### config.mk
export PLATFORM = sky130hd
export DESIGN_NAME = mac_dot_arbiter
export DESIGN_NICKNAME = d
export VERILOG_FILES = /design/src/rtl/mac_pkg.sv /design/src/rtl/mac_rr_arb2.sv /design/src/rtl/mac_dot_arbiter.sv
export SDC_FILE = /design/constraint.sdc
export NUM_CORES = 1
export LEC_CHECK = 0
export ABC_AREA = 1
export CAP_MARGIN = 20
export CORE_AREA = 3 3 70 72
export CTS_CLUSTER_DIAMETER = 60
export DETAILED_ROUTE_END_ITERATION = 12
export DIE_AREA = 0 0 73 75
export PLACE_DENSITY_LB_ADDON = 0.12
export RECOVER_POWER = 100
export SKIP_LAST_GASP = 1
export SLEW_MARGIN = 20
export SYNTH_ARGS = -nofsm -noshare
export SYNTH_HDL_FRONTEND = slang
export SYNTH_SLANG_ARGS = --single-unit
### constraint.sdc
create_clock -name clk -period 3.5 [get_ports clk]
set_input_delay 0.7 -clock clk [delete_from_list [all_inputs] [get_ports clk]]
set_output_delay 0.7 -clock clk [all_outputs]
set_load 0.03 [all_outputs]
### src/rtl/mac_pkg.sv
// Shared types for the MAC dot-product arbiter: widths, FSM states, requester id.
// No logic; no latency or backpressure of its own.
package mac_pkg;
    localparam int DW_DEF = 8;
    localparam int AW_DEF = 17;

    typedef enum logic [1:0] {IDLE, STREAM, DRAIN, RESULT} state_t;

    typedef logic req_id_t;
endpackage

### src/rtl/mac_rr_arb2.sv
// Two-way round-robin job arbiter; grant is combinational from req and the pointer.
// The pointer moves only on advance, to prefer the requester not granted last.
module mac_rr_arb2
    import mac_pkg::*;
(
    input  logic       clk,
    input  logic       rst_n,
    input  logic [1:0] req,
    input  logic       advance,
    output logic [1:0] gnt,
    output req_id_t    gnt_id
);
    req_id_t ptr;
    req_id_t last_id;

    always_comb begin
        gnt_id = ptr;
        if (!req[ptr]) gnt_id = ~ptr;
        gnt = 2'b00;
        if (|req) gnt[gnt_id] = 1'b1;
    end

    // last_id remembers who won, since req is gone by the time advance arrives
    always_ff @(posedge clk or negedge rst_n) begin
        if (!rst_n) begin
            ptr     <= 1'b0;
            last_id <= 1'b0;
        end else begin
            if (|req)   last_id <= gnt_id;
            if (advance) ptr    <= ~last_id;
        end
    end
endmodule

### src/rtl/mac_dot_arbiter.sv
// Shares one pipelined signed MAC between two dot-product requesters, one whole job at a time.
// Result appears 1 + elements + MAC_LAT cycles after grant; res_data/res_id hold until res_ready.
module mac_dot_arbiter
    import mac_pkg::*;
#(
    parameter int DW      = mac_pkg::DW_DEF,
    parameter int AW      = mac_pkg::AW_DEF,
    parameter int MAC_LAT = 2
) (
    input  logic          clk,
    input  logic          rst_n,
    input  logic          req0_valid,
    output logic          req0_ready,
    input  logic [DW-1:0] req0_a,
    input  logic [DW-1:0] req0_b,
    input  logic          req0_last,
    input  logic          req1_valid,
    output logic          req1_ready,
    input  logic [DW-1:0] req1_a,
    input  logic [DW-1:0] req1_b,
    input  logic          req1_last,
    output logic [DW-1:0] mac_dataa,
    output logic [DW-1:0] mac_datab,
    output logic          mac_clken,
    output logic          mac_sload,
    input  logic [AW-1:0] mac_result,
    output logic          res_valid,
    input  logic          res_ready,
    output logic [AW-1:0] res_data,
    output logic          res_id
);
    localparam int CW = $clog2(MAC_LAT + 1);

    state_t        state, state_nxt;
    req_id_t       owner;
    logic          first;
    logic [CW-1:0] drain_cnt;
    logic [1:0]    arb_req, arb_gnt;
    req_id_t       gnt_id;
    logic          own_valid, own_last;
    logic [DW-1:0] own_a, own_b;

    assign arb_req   = (state == IDLE) ? {req1_valid, req0_valid} : 2'b00;
    assign own_valid = owner ? req1_valid : req0_valid;
    assign own_last  = owner ? req1_last  : req0_last;
    assign own_a     = owner ? req1_a     : req0_a;
    assign own_b     = owner ? req1_b     : req0_b;

    mac_rr_arb2 u_arb (
        .clk     (clk),
        .rst_n   (rst_n),
        .req     (arb_req),
        .advance ((state == RESULT) && res_ready),
        .gnt     (arb_gnt),
        .gnt_id  (gnt_id)
    );

    always_ff @(posedge clk or negedge rst_n) begin
        if (!rst_n) state <= IDLE;
        else        state <= state_nxt;
    end

    always_comb begin
        state_nxt  = state;
        req0_ready = 1'b0;
        req1_ready = 1'b0;
        mac_dataa  = '0;
        mac_datab  = '0;
        mac_clken  = 1'b0;
        mac_sload  = 1'b0;
        res_valid  = 1'b0;
        case (state)
            IDLE: if (|arb_gnt) state_nxt = STREAM;
            STREAM: begin
                req0_ready = ~owner;
                req1_ready = owner;
                mac_dataa  = own_a;
                mac_datab  = own_b;
                // a gap cycle freezes the MAC pipeline rather than feeding it
                mac_clken  = own_valid;
                mac_sload  = first && own_valid;
                if (own_valid && own_last) state_nxt = DRAIN;
            end
            DRAIN: begin
                mac_clken = 1'b1;
                if (drain_cnt == CW'(1)) state_nxt = RESULT;
            end
            RESULT: begin
                res_valid = 1'b1;
                if (res_ready) state_nxt = IDLE;
            end
            default: state_nxt = IDLE;
        endcase
    end

    always_ff @(posedge clk or negedge rst_n) begin
        if (!rst_n) begin
            owner     <= 1'b0;
            first     <= 1'b0;
            drain_cnt <= '0;
            res_data  <= '0;
            res_id    <= 1'b0;
        end else begin
            case (state)
                IDLE: if (|arb_gnt) begin
                    owner <= gnt_id;
                    first <= 1'b1;
                end
                STREAM: if (own_valid) begin
                    first <= 1'b0;
                    if (own_last) drain_cnt <= CW'(MAC_LAT);
                end
                DRAIN: begin
                    drain_cnt <= drain_cnt - CW'(1);
                    if (drain_cnt == CW'(1)) begin
                        res_data <= mac_result;
                        res_id   <= owner;
                    end
                end
                default: ;
            endcase
        end
    end
endmodule

[Yosys cells after proc, flatten, opt, wreduce, memory -nomap -nowiden]
Index checks and enable logic that the tools add are counted.
Word-level totals
  register bits: 26
  bits of input ports: 56
  word-level logic and storage cells: 68
Operators by class
  add/sub/neg operators: 1
  order comparisons: 3
  equal/unequal tests: 10
  multiplexer cells: 29
  bitwise logic cells: 3
  reductions and logical operators: 14
Operators by type and width (count)
  two-way mux 8 bit: 4
  two-way mux 2 bit: 8
  two-way mux 1 bit: 12
  inequality test 2 bit (second input constant): 5
  case mux 2 bit (4 select lines): 1
  AND reduction 3 bit: 2
  == test 2 x 1 -> 1 bit (second input constant): 2
  == test 2 bit (second input constant): 2
  logical AND 1 bit: 4
  less-than comparator 1 x 2 -> 1 bit (second input constant): 2
  case mux 1 bit (2 select lines): 2
  case mux 2 bit (2 select lines): 1
  AND reduction 2 bit: 2
  AND reduction 4 bit: 1
  nonzero test 2 bit: 2
  OR reduction 2 bit: 2
  NOT 1 bit: 3
  logical NOT 2 bit: 1
  inequality test 2 x 1 -> 1 bit (second input constant): 1
  subtractor 2 x 1 -> 2 bit (second input constant): 1
  demux 1 bit (select 1 bit): 1
  >= comparator 1 bit (second input constant): 1

[Depth between registers and ports, before layout]
  depth in word-level cells: 13
  gate-level depth with buffers: 9
  depth with buffers taken out: 9

[Cells and area by module]
Synthesis repeated with hierarchy kept, for this count alone.
Second synthesis, totals
  cell total of the unflattened synthesis: 145
  area total of the unflattened synthesis: 1445.1 µm²
By module, submodules not included
  mac_dot_arbiter: times used 1, cells an instance 133, area each 1347.5 µm², sequential area each 600.6 µm²
  mac_rr_arb2: times used 1, cells an instance 12, area each 97.6 µm², sequential area each 50.0 µm²

[Worst setup path before layout]
OpenSTA, ideal clock, no wires.
  kind: input port to output port
  start: input port req1_valid
  end: output port mac_clken
  data arrival time: 1.605 ns
  path slack: 1.195 ns
  stages on the path: 4
  path through: nand2_1 -> nand2_1 -> nand2_1 -> a21boi_0
Between the ends
  cells in the longest elaborated chain, start to end: 2
Ends and longest elaborated chain
  from (decl): RTL line mac_dot_arbiter.sv:17  | input logic req1_valid,
  two-way mux 1 bit: RTL line mac_dot_arbiter.sv:44  | assign own_valid = owner ? req1_valid : req0_valid;
  case mux 1 bit (2 select lines): RTL line mac_dot_arbiter.sv:72  | case (state)
  to (decl): RTL line mac_dot_arbiter.sv:24  | output logic mac_clken,
Every way passes these cells.

[Final worst setup path]
  start: register state[1]
  end: output port mac_dataa[1]
Between the ends
  cells in the longest elaborated chain, start to end: 2
Ends and longest elaborated chain
  from (decl): RTL line mac_dot_arbiter.sv:34  | state_t state, state_nxt;
  from (signal assigned): RTL line mac_dot_arbiter.sv:60  | else state <= state_nxt;
  == test 2 x 1 -> 1 bit: RTL line mac_dot_arbiter.sv:72
  two-way mux 8 bit: RTL line mac_dot_arbiter.sv:72
  to (decl): RTL line mac_dot_arbiter.sv:22  | output logic [DW-1:0] mac_dataa,
Every way passes these cells.

==> flow_metrics.py <==
metrics = {
    "clock_tree": {
        "numCtsBuffers": 3,
        "post_cts_resized": 0,
        "clk_latency_ns": 0.27,
        "tritoncts": "done",
        "clock_tree.htree_level_count": 1,
        "root_buffer": "clkbuf_8",
        "post-cts-setup-buffer-count": 0,
        "cts.clk_slew.worst_paths_ns": 0.09,
        "clock_sinks": 26,
        "cts_hold_repair.buffers": 0,
        "cts_max_path_buffers": 2,
    },
    "route": {
        "postRouteAntennaNets": 0,
        "routedWlPerCell_microns": 15.34,
        "via_per_inst": 4.829,
        "routed_wl_microns": 4310,
        "drt_iter0_markers": 20,
        "dr.pass1.iters": 4,
        "routed-via-count": 1357,
        "drc_errors": 0,
    },
    "floorplan": {
        "fp.dieArea_sq_um": 5475,
        "die_extent_in_y_microns": 75,
        "chipWidth_microns": 73,
        "placeableCoreArea_sq_um": 4354,
        "rows": 24,
        "start_util": 0.3236,
        "design.portCount": 95,
    },
    "synthesis": {
        "syn-instance-count": 134,
        "synth.avg_cell_area_sq_um": 10.51,
        "synth.cell_area_sq_um": 1409,
        "ys.warnings.count": 0,
        "post_synthesis_sequential_area_ratio": 0.4618,
        "synth_seq_cells": 26,
        "mappedNetlistNets": 196,
        "synthDistinctLibCells": 22,
    },
    "worst_setup_path": {
        "worst_r2r_path_depth": 4,
        "crit_type": "reg2out",
        "cp.arrival_ns": 2.47,
        "path_max_fanout": 17,
        "critical-path-slowest-cell": "dlygate4sd3_1",
        "crit-reg2reg-capture": "res_data[6]",
        "worst_path_dominant_cell_family": "buffers and inverters",
        "critical_path.startpoint_type": "flop",
        "critical_path_required_ns": 2.80,
        "timing.reg2reg.setup_slack_ns": 1.61,
        "crit_path_max_incr_delay_ns": 0.74,
        "worstPathCellList": "inv_1 > ha_1 > inv_2 > nor2_4 > a22o_1 > dlygate4sd3_1",
        "worstReg2RegStart": "state[0]",
        "endpoint_kind": "output port",
        "path_buf_inv": 3,
    },
    "timing": {
        "fin_skew_ns": 0.002420,
        "max_transition_viols_final": 0,
        "clock.fmax_mhz": 315.0,
        "max_slew_margin": 0.09460,
        "rsz0062_at_grt": "false",
        "setup-tns-final_ns": 0,
        "worst_slew_pin_slew_ns": 1.358,
        "final_critical_path_setup_slack_ns": 0.3250,
        "period_utilisation_layout": 0.9071,
        "final-setup-viol-count": 0,
        "hold_violations": 0,
        "layout_min_cycle_time_ns": 3.175,
    },
    "grt": {
        "globalRoute.totalOverflow": 0,
        "first_global_vias": 1424,
        "grt_first_pass_wirelength_microns": 6831,
        "grt_start_max_net_pins": 27,
        "grt_util_all_layers": 0.1618,
        "antenna_found_initial": 0,
    },
    "cells_and_area": {
        "synthToLayoutAreaGrowth_pct": 71.31,
        "layout_commonest_cell": "clkdlybuf4s50_1",
        "layout-drive-gt1-share": 0.08297,
        "most-common-layout-cells": "53 x clkdlybuf4s50_1, 40 x dlygate4sd3_1, 33 x nand2_1",
        "antenna_cells": 0,
        "design.final.nets": 292,
        "finalCoreUtilization": 0.5543,
    },
    "pwr": {
        "post-layout-total-power_uw": 2105,
        "static-leakage-power_uw": 0.001123,
        "irDropWorstVdd_uv": 468.2,
        "power_density_nw_per_um2": 872.1,
    },
    "status": {
        "run_status": "completed",
    },
    "run": {
        "drv.max_cap_violation_count": 0,
    },
    "worst_hold_path": {
        "holdPathEnd": "u_arb.ptr",
        "timing.hold.worst.class": "reg2reg",
        "hp-start": "u_arb.last_id",
        "hold_path_depth": 1,
    },
    "placed_design": {
        "dp_hpwl_microns": 3617,
        "place_ws_ns": 0.4612,
        "globalplace.congestion": 0.7646,
        "buffer_ports.inserted": 94,
    },
}
[cell families (layout without fill, tap and decap cells)]
family	Yosys count	after routing	synth area share
compound gates	23	23	0.1288
simple gates	46	46	0.1456
fa+ha+maj	6	6	0.05328
mux	17	17	0.1572
flops	26	26	0.4618
buf+inv	16	111	0.05328
[power breakdown]
part,switching (uW),internal (uW)
Sequential,88.8,453
Combinational,776,543
Clock,91.2,153
[registers in the layout, summed over array words and instances, names as in the netlist]
signal	cells
res_id	1
u_arb.last_id	1
res_data	17
u_arb.ptr	1
drain_cnt	2
owner	1
state	2
first	1
[layout make-up]
cell class	instances	area [sq um]
inverter	13	48.80
clock buffer	3	41.29
tap	52	65.06
timing repair buffer	94	934.6
clock inverter	1	30.03
fill	381	1941
multi-input combinational	92	643.1
sequential	26	650.6
[how the worst max path moves through the flow]
stage	start	to	slack [ns]	cells after the start
after global placement	req1_valid	mac_clken	0.49	6
after detailed placement	req1_valid	mac_clken	0.46	6
final	state[1]	mac_dataa[1]	0.33	6
after CTS	state[1]	mac_dataa[1]	0.34	6
after floorplan	req1_valid	mac_clken	1.19	4
after global routing	state[1]	mac_dataa[2]	0.20	6
[per-stage QoR]
step           hold slack [ns]  area (sq um)  std cells
2_1_floorplan           0.4044          1409        134
3_3_place_gp            0.4574          2389        277
3_5_place_dp            0.4606          2384        277
4_1_cts                 0.4365          2455        281
5_1_grt                 0.5150          2414        281
6_report                0.4792          2414        281
[metal layers]
layer	part of all wire	vias to the layer above	global-route usage
met5	0	-	0
met3	0.13	2	0.05874
met4	0.0046	0	0.03074
met2	0.54	77	0.3317
li1	-	649	-
met1	0.33	629	0.1515
[cells in the mapped netlist, drive strengths merged]
cell	instances	share of area
inv	13	0.035
or2	2	0.0089
a31oi	1	0.0044
a21boi	1	0.0053
dfrtp	26	0.46
nand2	33	0.095
a22o	16	0.099
o21ai	3	0.011
ha	6	0.053
nand3	7	0.025
mux2	17	0.16
buf	3	0.019
nor3	1	0.0035
a21oi	1	0.0035
o21bai	1	0.0053
nor2	3	0.013
[worst register-to-register path: cells and delay by family, from the launching register on]
kind | cells | cell delay [ns]
DFF | 1 | 0.42
muxes | 1 | 0.51
and+or+nand+nor | 1 | 0.48
buffers and inverters | 1 | 0.12
adders and majority gates | 1 | 0.25
No activity file was read; power rests on OpenSTA's default activity.
